File: src/rtl/pc_pkg.sv
// pc_pkg: shared definitions for the fetch-stage program-counter unit.
//   - default parameter values for pc_unit
//   - run-control state enum (IDLE / RUN / HALT)
//   - next-PC source select enum (TRAP / REDIR / HOLD / RAS / SEQ)
package pc_pkg;

  localparam int unsigned PC_W_DEF      = 32;
  localparam int unsigned INC_DEF       = 4;
  localparam logic [31:0] RESET_VEC_DEF = 32'h0000_0000;
  localparam logic [31:0] TRAP_VEC_DEF  = 32'h0000_0080;
  localparam int unsigned RAS_DEPTH_DEF = 4;

  typedef enum logic [1:0] {
    ST_IDLE,
    ST_RUN,
    ST_HALT
  } run_state_e;

  typedef enum logic [2:0] {
    SEL_TRAP,
    SEL_REDIR,
    SEL_HOLD,
    SEL_RAS,
    SEL_SEQ
  } pc_sel_e;

endpackage

File: src/rtl/pc_ras.sv
// pc_ras: circular return-address stack.
//   clk_i    clock
//   rst_i    asynchronous active-low reset (empties the stack)
//   clear_i  synchronous clear, beats push/pop
//   push_i   push data_i
//   pop_i    pop the top entry (ignored when empty)
//   data_i   W-bit link address to push
//   top_o    current top entry (undefined when empty)
//   empty_o  no entries held
//   full_o   DEPTH entries held
// push_i and pop_i together on a non-empty stack replace the top entry.
// Pushing when full overwrites the oldest entry; the count saturates.
module pc_ras #(
  parameter int unsigned W     = 32,
  parameter int unsigned DEPTH = 4
) (
  input  logic         clk_i,
  input  logic         rst_i,
  input  logic         clear_i,
  input  logic         push_i,
  input  logic         pop_i,
  input  logic [W-1:0] data_i,
  output logic [W-1:0] top_o,
  output logic         empty_o,
  output logic         full_o
);

  localparam int unsigned PTR_W = (DEPTH > 1) ? $clog2(DEPTH) : 1;
  localparam int unsigned CNT_W = PTR_W + 1;

  logic [PTR_W-1:0] ptr_q;
  logic [CNT_W-1:0] count_q;
  logic [W-1:0]     mem [DEPTH];

  logic             do_replace;
  logic             do_push;
  logic             do_pop;
  logic [PTR_W-1:0] wr_idx;

  // DEPTH is a power of two, so the pointer wraps for free and a push onto
  // a full stack lands on the oldest slot.
  always_comb begin
    empty_o    = (count_q == '0);
    full_o     = (count_q == CNT_W'(DEPTH));
    do_replace = push_i && pop_i && !empty_o;
    do_push    = push_i && !do_replace;
    do_pop     = pop_i && !push_i && !empty_o;
    wr_idx     = do_replace ? ptr_q : ptr_q + PTR_W'(1);
  end

  // NOTE: sequential state uses non-blocking assignments so every flop
  // samples pre-edge values regardless of block ordering.
  always_ff @(posedge clk_i or negedge rst_i) begin
    if (!rst_i) begin
      ptr_q   <= '0;
      count_q <= '0;
    end else if (clear_i) begin
      ptr_q   <= '0;
      count_q <= '0;
    end else if (do_push) begin
      ptr_q <= ptr_q + PTR_W'(1);
      if (!full_o) count_q <= count_q + CNT_W'(1);
    end else if (do_pop) begin
      ptr_q   <= ptr_q - PTR_W'(1);
      count_q <= count_q - CNT_W'(1);
    end
  end

  // NOTE: the storage array has no reset; count_q alone says which entries
  // are meaningful, so resetting the data would only cost flops.
  always_ff @(posedge clk_i) begin
    if (!clear_i && (do_push || do_replace)) mem[wr_idx] <= data_i;
  end

  assign top_o = mem[ptr_q];

endmodule

File: src/rtl/pc_unit.sv
// pc_unit: fetch-stage program counter with run control and optional RAS.
//   clk_i             clock
//   rst_i             asynchronous active-low reset
//   start_i           run enable; low forces IDLE, RESET_VEC and clears RAS
//   stall_i, hold_i   hold PC and RAS while running
//   halt_i            stop fetching (enter HALT)
//   redirect_valid_i  take redirect_pc_i next cycle
//   redirect_pc_i     branch/jump target
//   trap_valid_i      take TRAP_VEC next cycle (beats redirect)
//   call_i, ret_i     instruction at pc_o is a call / return
//   pc_o              current fetch address
//   pc_valid_o        FSM in RUN
//   halted_o          FSM in HALT
//   ras_empty_o       RAS holds no entries (tied 1 without the RAS)
// Build option: define PC_UNIT_RAS_EN to include the return-address stack.
module pc_unit
  import pc_pkg::*;
#(
  parameter int unsigned PC_W      = PC_W_DEF,
  parameter int unsigned INC       = INC_DEF,
  parameter logic [31:0] RESET_VEC = RESET_VEC_DEF,
  parameter logic [31:0] TRAP_VEC  = TRAP_VEC_DEF,
  parameter int unsigned RAS_DEPTH = RAS_DEPTH_DEF
) (
  input  logic            clk_i,
  input  logic            rst_i,
  input  logic            start_i,
  input  logic            stall_i,
  input  logic            hold_i,
  input  logic            halt_i,
  input  logic            redirect_valid_i,
  input  logic [PC_W-1:0] redirect_pc_i,
  input  logic            trap_valid_i,
  input  logic            call_i,
  input  logic            ret_i,
  output logic [PC_W-1:0] pc_o,
  output logic            pc_valid_o,
  output logic            halted_o,
  output logic            ras_empty_o
);

  localparam logic [PC_W-1:0] INC_PC   = PC_W'(INC);
  localparam logic [PC_W-1:0] RESET_PC = PC_W'(RESET_VEC);
  localparam logic [PC_W-1:0] TRAP_PC  = PC_W'(TRAP_VEC);

  run_state_e      state_q, state_d;
  pc_sel_e         sel;
  logic [PC_W-1:0] pc_q, pc_d, pc_seq;
  logic [PC_W-1:0] ras_top;
  logic            ras_empty;
  logic            ras_act;    // RUN, not redirected/stalled/halting
  logic            ras_clear;

  // NOTE: every always_comb output gets a default first, so no path can
  // leave a value unassigned and infer a latch.
  always_comb begin
    state_d   = state_q;
    sel       = SEL_HOLD;
    ras_act   = 1'b0;
    ras_clear = 1'b0;
    pc_seq    = pc_q + INC_PC;

    unique case (state_q)
      ST_IDLE: state_d = ST_RUN;  // pc_q is already RESET_PC in IDLE
      ST_RUN: begin
        if (trap_valid_i)                 sel = SEL_TRAP;
        else if (redirect_valid_i)        sel = SEL_REDIR;
        else if (stall_i || hold_i)       sel = SEL_HOLD;
        else if (halt_i)                  state_d = ST_HALT;
        else begin
          ras_act = 1'b1;
          // A return with an empty stack (or no stack) falls through to SEQ.
          sel = (ret_i && !ras_empty) ? SEL_RAS : SEL_SEQ;
        end
      end
      ST_HALT: begin
        if (trap_valid_i) begin
          state_d = ST_RUN;
          sel     = SEL_TRAP;
        end else if (redirect_valid_i) begin
          state_d = ST_RUN;
          sel     = SEL_REDIR;
        end
      end
      default: state_d = ST_IDLE;
    endcase

    unique case (sel)
      SEL_TRAP:  pc_d = TRAP_PC;
      SEL_REDIR: pc_d = redirect_pc_i;
      SEL_RAS:   pc_d = ras_top;
      SEL_SEQ:   pc_d = pc_seq;
      default:   pc_d = pc_q;
    endcase

    // Dropping start_i overrides everything, in every state.
    if (!start_i) begin
      state_d   = ST_IDLE;
      pc_d      = RESET_PC;
      ras_act   = 1'b0;
      ras_clear = 1'b1;
    end
  end

  always_ff @(posedge clk_i or negedge rst_i) begin
    if (!rst_i) begin
      state_q <= ST_IDLE;
      pc_q    <= RESET_PC;
    end else begin
      state_q <= state_d;
      pc_q    <= pc_d;
    end
  end

`ifdef PC_UNIT_RAS_EN
  logic ras_full_unused;

  // call+ret on an empty stack degrades to a plain push because pop is
  // masked by ras_empty; the PC then takes the sequential path above.
  pc_ras #(
    .W     (PC_W),
    .DEPTH (RAS_DEPTH)
  ) u_ras (
    .clk_i   (clk_i),
    .rst_i   (rst_i),
    .clear_i (ras_clear),
    .push_i  (ras_act && call_i),
    .pop_i   (ras_act && ret_i && !ras_empty),
    .data_i  (pc_seq),
    .top_o   (ras_top),
    .empty_o (ras_empty),
    .full_o  (ras_full_unused)
  );
`else
  localparam int unsigned unused_ras_depth = RAS_DEPTH;
  logic unused_ras_sigs;

  assign ras_top         = '0;
  assign ras_empty       = 1'b1;
  assign unused_ras_sigs = ^{call_i, ret_i, ras_act, ras_clear};
`endif

  assign pc_o        = pc_q;
  assign pc_valid_o  = (state_q == ST_RUN);
  assign halted_o    = (state_q == ST_HALT);
  assign ras_empty_o = ras_empty;

endmodule

File: config.mk
export PLATFORM = sky130hd
export DESIGN_NAME = pc_unit
export DESIGN_NICKNAME = d
export VERILOG_FILES = /design/src/rtl/pc_pkg.sv /design/src/rtl/pc_ras.sv /design/src/rtl/pc_unit.sv
export SDC_FILE = /design/constraint.sdc
export NUM_CORES = 1
export LEC_CHECK = 0
export CORE_AREA = 3 3 62 87
export DETAILED_ROUTE_END_ITERATION = 7
export DIE_AREA = 0 0 65 90
export PLACE_DENSITY = 0.84
export SLEW_MARGIN = 10
export SYNTH_ARGS = -nofsm -noshare
export SYNTH_HDL_FRONTEND = slang
export SYNTH_SLANG_ARGS = --single-unit
File: constraint.sdc
create_clock -name clk_i -period 4.1 [get_ports clk_i]
set_clock_uncertainty 0.15 [all_clocks]
set_input_delay 1.025 -clock clk_i [delete_from_list [all_inputs] [get_ports clk_i]]
set_output_delay 1.025 -clock clk_i [all_outputs]
set_load 0.01 [all_outputs]
# Word-level counts from Yosys, hierarchy flattened
# Cells that the tools add are included.
# totals
in_bits	42
register_bits	34
out_inout_bits	35
wordCells	35
# classes
mux	17
n_addsub	1
n_reduce_logical	4
n_eq_ne	11
# op_table
cell	n
case mux 32 bit (4 select lines)	1
adder 32 x 3 -> 32 bit, second input constant	1
2-to-1 mux 32 bit	1
2-to-1 mux 2 bit	9
2-to-1 mux 3 bit	4
inequality test 3 bit, second input constant	4
case mux 2 bit (3 select lines)	1
case mux 3 bit (2 select lines)	1
inequality test 5 x 1 -> 1 bit, second input constant	1
AND reduction 5 bit	1
inequality test 4 bit, second input constant	1
== test 3 x 1 -> 1 bit, second input constant	1
== test 3 x 2 -> 1 bit, second input constant	1
== test 3 bit, second input constant	1
zero test 3 bit	1
== test 2 x 1 -> 1 bit, second input constant	1
== test 2 bit, second input constant	1
zero test 2 bit	1
logical OR 1 bit	1

# Depth between registers and ports, before layout
# logic_depth
ltp_word	8
depth_mapped	9
ltp_nobuf	7

# Worst setup path before layout
# Ideal clock, no wire load.
# synth_timing
path_type	in2reg
startpoint	input port hold_i
endpoint	register pc_q[24] (netlist: pc_o[24])
path_slack_ns	1.346
n_path_buf	1
t_arrival_ns	2.464
cell_stages	6
t_required_ns	3.809
setup_time_ns	0.141
cell_sequence	or3_1 a311o_1 and2_4 buf_6 o311ai_1 o311ai_1
# synth_between
elab_chain_cells	8
word_cells_on_any_way	12
classes_between	4 x eq/ne; 6 x mux; 2 x reduce/logical
# synth_rtl
element	line_no	rtl
start, declared	pc_unit.sv:29	input logic hold_i,
logical OR 1 bit (*)	pc_unit.sv:68	else if (stall_i || hold_i) sel = SEL_HOLD;
2-to-1 mux 3 bit (*)	pc_unit.sv:68	
2-to-1 mux 3 bit (*)	pc_unit.sv:67	else if (redirect_valid_i) sel = SEL_REDIR;
2-to-1 mux 3 bit (*)	pc_unit.sv:66	if (trap_valid_i) sel = SEL_TRAP;
case mux 3 bit (2 select lines) (*)	pc_unit.sv:63	unique case (state_q)
== test 3 bit, or another cell as far along	pc_unit.sv:88	unique case (sel)
case mux 32 bit (4 select lines)	pc_unit.sv:88	
2-to-1 mux 32 bit	pc_unit.sv:97	if (!start_i) begin
end signal, assigned	pc_unit.sv:111	pc_q <= pc_d;
end, declared	pc_unit.sv:48	logic [PC_W-1:0] pc_q, pc_d, pc_seq;
# Mark *: on every way between the ends. The rest lies on a longest branch, timed or not.
# A chain may end at the register's enable or synchronous reset.

# Worst setup path after layout
# layout_timing
startpoint	input port hold_i
endpoint	register pc_q[12] (netlist: pc_o[12])
# The elaborated chain is that of the path after synthesis.

==> out/results.txt <==
Layout cells sized above 1: 5.429%
Drt first pass iters: 4
CTS Buf Count: 5
Final Max Slew Viols: 0
1st-iter DRT viols: 173
Height of the die: 90 um
Post-DP Area: 3082 um^2
Hold buffers post-CTS: 0
Crit path kind: input port to register
Worst hold stages: 2
# clock sinks: 34
Cell count of the worst reg-to-reg path: 7
Largest net degree at the start of global routing: 35
Detailed Place HPWL: 5087 um
EDFF count, synth: 0
Clock Tree Buf Depth: 2
GPL Wtd Cong: 0.8533
NumNets Final: 396
Vias in the first global route: 2,533
Max VDD drop: 0.0001764 V
Final wirelength: 6837 um
Routed length per instance: 16.59 um
R2R Path Start: state_q[1]$_DFFE_PN0P_
Post-route ant nets: 0
Top Ports: 77
Endpoint type of the worst setup path: register
Min-delay src: pc_o[0]$_DFFE_PN0P_
Die area: 5850 um^2
Antenna cells: 0
Total track usage: 23.82%
Final setup vio count: 0
Via density: 6.046
Family with the most delay on the worst path: simple AND/OR/NAND/NOR gates
Yosys warns: 0
Clock root cell: clkbuf_8
Cts repair resizes: 0
Post-synthesis sequential area ratio: 37.06%
CTS tree: built
Clock Pin Slew Worst Setup and Hold Paths: 0.07 ns
Slowest cell delay on critical path: 0.59 ns
Global-route wire length before repair: 11,330 um
Die Span X: 65 um
Worst path required time: 4.12 ns
DRC: 0
CP arrival: 3.21 ns
Worst-Skew Late Latency: 0.29 ns
Worst path slowest cell: nor4b_1
Final period utilization: 77.71%
Most used cell, CP: nand2_1
Library cells used by synthesis: 49
# port buffers: 73
Non-Filler Instances: 412
Startpoint Class: input port
Core box area: 4608 um^2
Post-Syn Instances: 275
Setup TNS: 0 ns
Place WS: 0.6714 ns
H-tree levels: 2
Initial Utilization: 49.82%
P_leak: 0.001193 uW
Cells along the critical path: clkdlybuf4s50_1, nor4b_1, nand2_1, nor2_4, nand2_1, o311ai_1
Worst min path class: register to register
Area growth syn-to-layout: 38.20%
Most frequent cells in the layout: clkdlybuf4s50_1, nand2_1, dfrtp_1
Hold EP: pc_o[0]$_DFFE_PN0P_
Syn nets: 322
Power per cell area: 236.2 nW/um^2
Final worst slack: 0.9139 ns
Cell row count: 29
Worst slew margin: 42.89%
Post-CTS Setup Repair Bufs: 0
Worst-margin pin slew: 0.8566 ns
Seq cells post-synth: 34
Top_reg_cell synth: dfrtp_1
Hold Vio Cnt, Final: 0
Maximum operating frequency: 313.9 MHz
Vias: 2,491
Mapped cell area: 2296 um^2
Tmin final: 3.186 ns
RSZ-0062 raised after global routing: no
Design area: 3173 um^2
Status: finished clean
Syn avg cell area: 8.349 um^2
GRT Residual Overflow: 0
CP max FO: 10
Placed insts: 404
Reg2reg end: pc_o[12]$_DFFE_PN0P_
MaxCap Viol Count: 0
Crit path buf inv count: 1
Reg-to-reg slack, setup: 1.31 ns
Ys async rst share: 100.0%
FILL cells: 396
Initial antenna violation count: 0
Commonest non-fill, non-tap cell in the layout: clkdlybuf4s50_1
-- worst max path at each step --
stage                           endpoint    startpoint  slack, ns  depth (start not counted)
global route        pc_o[12]$_DFFE_PN0P_  trap_valid_i       0.73                          6
CTS                 pc_o[12]$_DFFE_PN0P_  trap_valid_i       0.93                          6
detailed placement  pc_o[12]$_DFFE_PN0P_  trap_valid_i       0.67                          6
floorplan           pc_o[24]$_DFFE_PN0P_        hold_i       1.35                          6
global placement    pc_o[28]$_DFFE_PN0P_  trap_valid_i       0.72                          6
finish              pc_o[12]$_DFFE_PN0P_        hold_i       0.91                          6
-- cells by family after synthesis --
group	share of synthesized area (%)
AOI/OAI and AO/OA	25.01
xor gates and xnor gates	0.7631
adders and majority gates	2.725
buffers and inverters	4.741
DFF	37.06
muxes	0.8720
other	0.1633
and+or+nand+nor	28.67
-- report_power, final --
| part | internal [uW] | total [uW] | switching, uW |
|---|---|---|---|
| clock | 136 | 262 | 127 |
| combinational | 68.5 | 135 | 66.3 |
| sequential | 342 | 352 | 9.83 |
| total | 546 | 749 | 203 |
-- per-layer routing --
layer | track usage (%) | part of all wire [%] | up-vias
met5 | 0 | 0 | -
met4 | 7.231 | 1.1 | 0
met3 | 4.613 | 6.1 | 9
met2 | 41.76 | 52 | 96
met1 | 28.79 | 41 | 1191
li1 | - | - | 1195
-- through the flow --
step / total power, uW / hold WS, ns / util, %
after floorplan: 419.8 / 0.3929 / -
after global placement: 489.6 / 0.3592 / 66.87
after detailed placement: 492.8 / 0.3751 / 66.87
after CTS: 749.8 / 0.3942 / 68.86
after global routing: 779.6 / 0.4195 / 68.86
final: 749.5 / 0.3889 / 68.86
-- flip-flops by register name, summed over array words and instances, names as in the netlist --
name     cells
state_q      2
pc_o        32
-- worst reg2reg max path, stage by stage (launching register included) --
cell and delay [ns]:
dfrtp_1 0.40, inv_1 0.08, ha_1 0.37, nor4b_1 0.53, nand2_1 0.33, nor2_4 0.30, nand2_1 0.18, o311ai_1 0.32
-- Yosys cell counts, types with 2 or more instances --
library cell  count  share of area [%]
a21oi_1          11                2.4
a22oi_1           5                1.6
a31oi_1           5                1.4
a32oi_1           6                2.3
a41oi_1           6                2.3
and2_1            8                2.2
and3_1            5                1.4
and4_1            3                1.1
buf_2             3               0.65
buf_6             2               0.98
clkbuf_1          6               0.98
dfrtp_1          34                 37
ha_1              5                2.7
inv_1            10                1.6
mux2i_1           2               0.87
nand2_1          39                6.4
nand3_1          17                3.7
nand4_1           8                2.2
nor2_1           21                3.4
nor3_1            6                1.3
nor4_1            2               0.54
nor4b_1           2               0.76
nor4bb_1          2               0.87
o211ai_1          8                2.6
o21ai_0          12                2.6
o21ai_1          12                2.6
o311ai_1         11                4.2
o31ai_1           2               0.65
xnor2_1           2               0.76
-- area by class of cell --
class	instances	area (um^2)	share of cell area, %
clock inverters	1	5.005	0.1577
well taps	62	77.57	2.445
multi-input cells	218	1336	42.11
clock buffers	7	86.33	2.721
inverters	11	41.29	1.301
repair buffers	79	775.7	24.45
flip-flops and latches	34	850.8	26.81
Note: power is estimated with default switching activity, not from simulation.
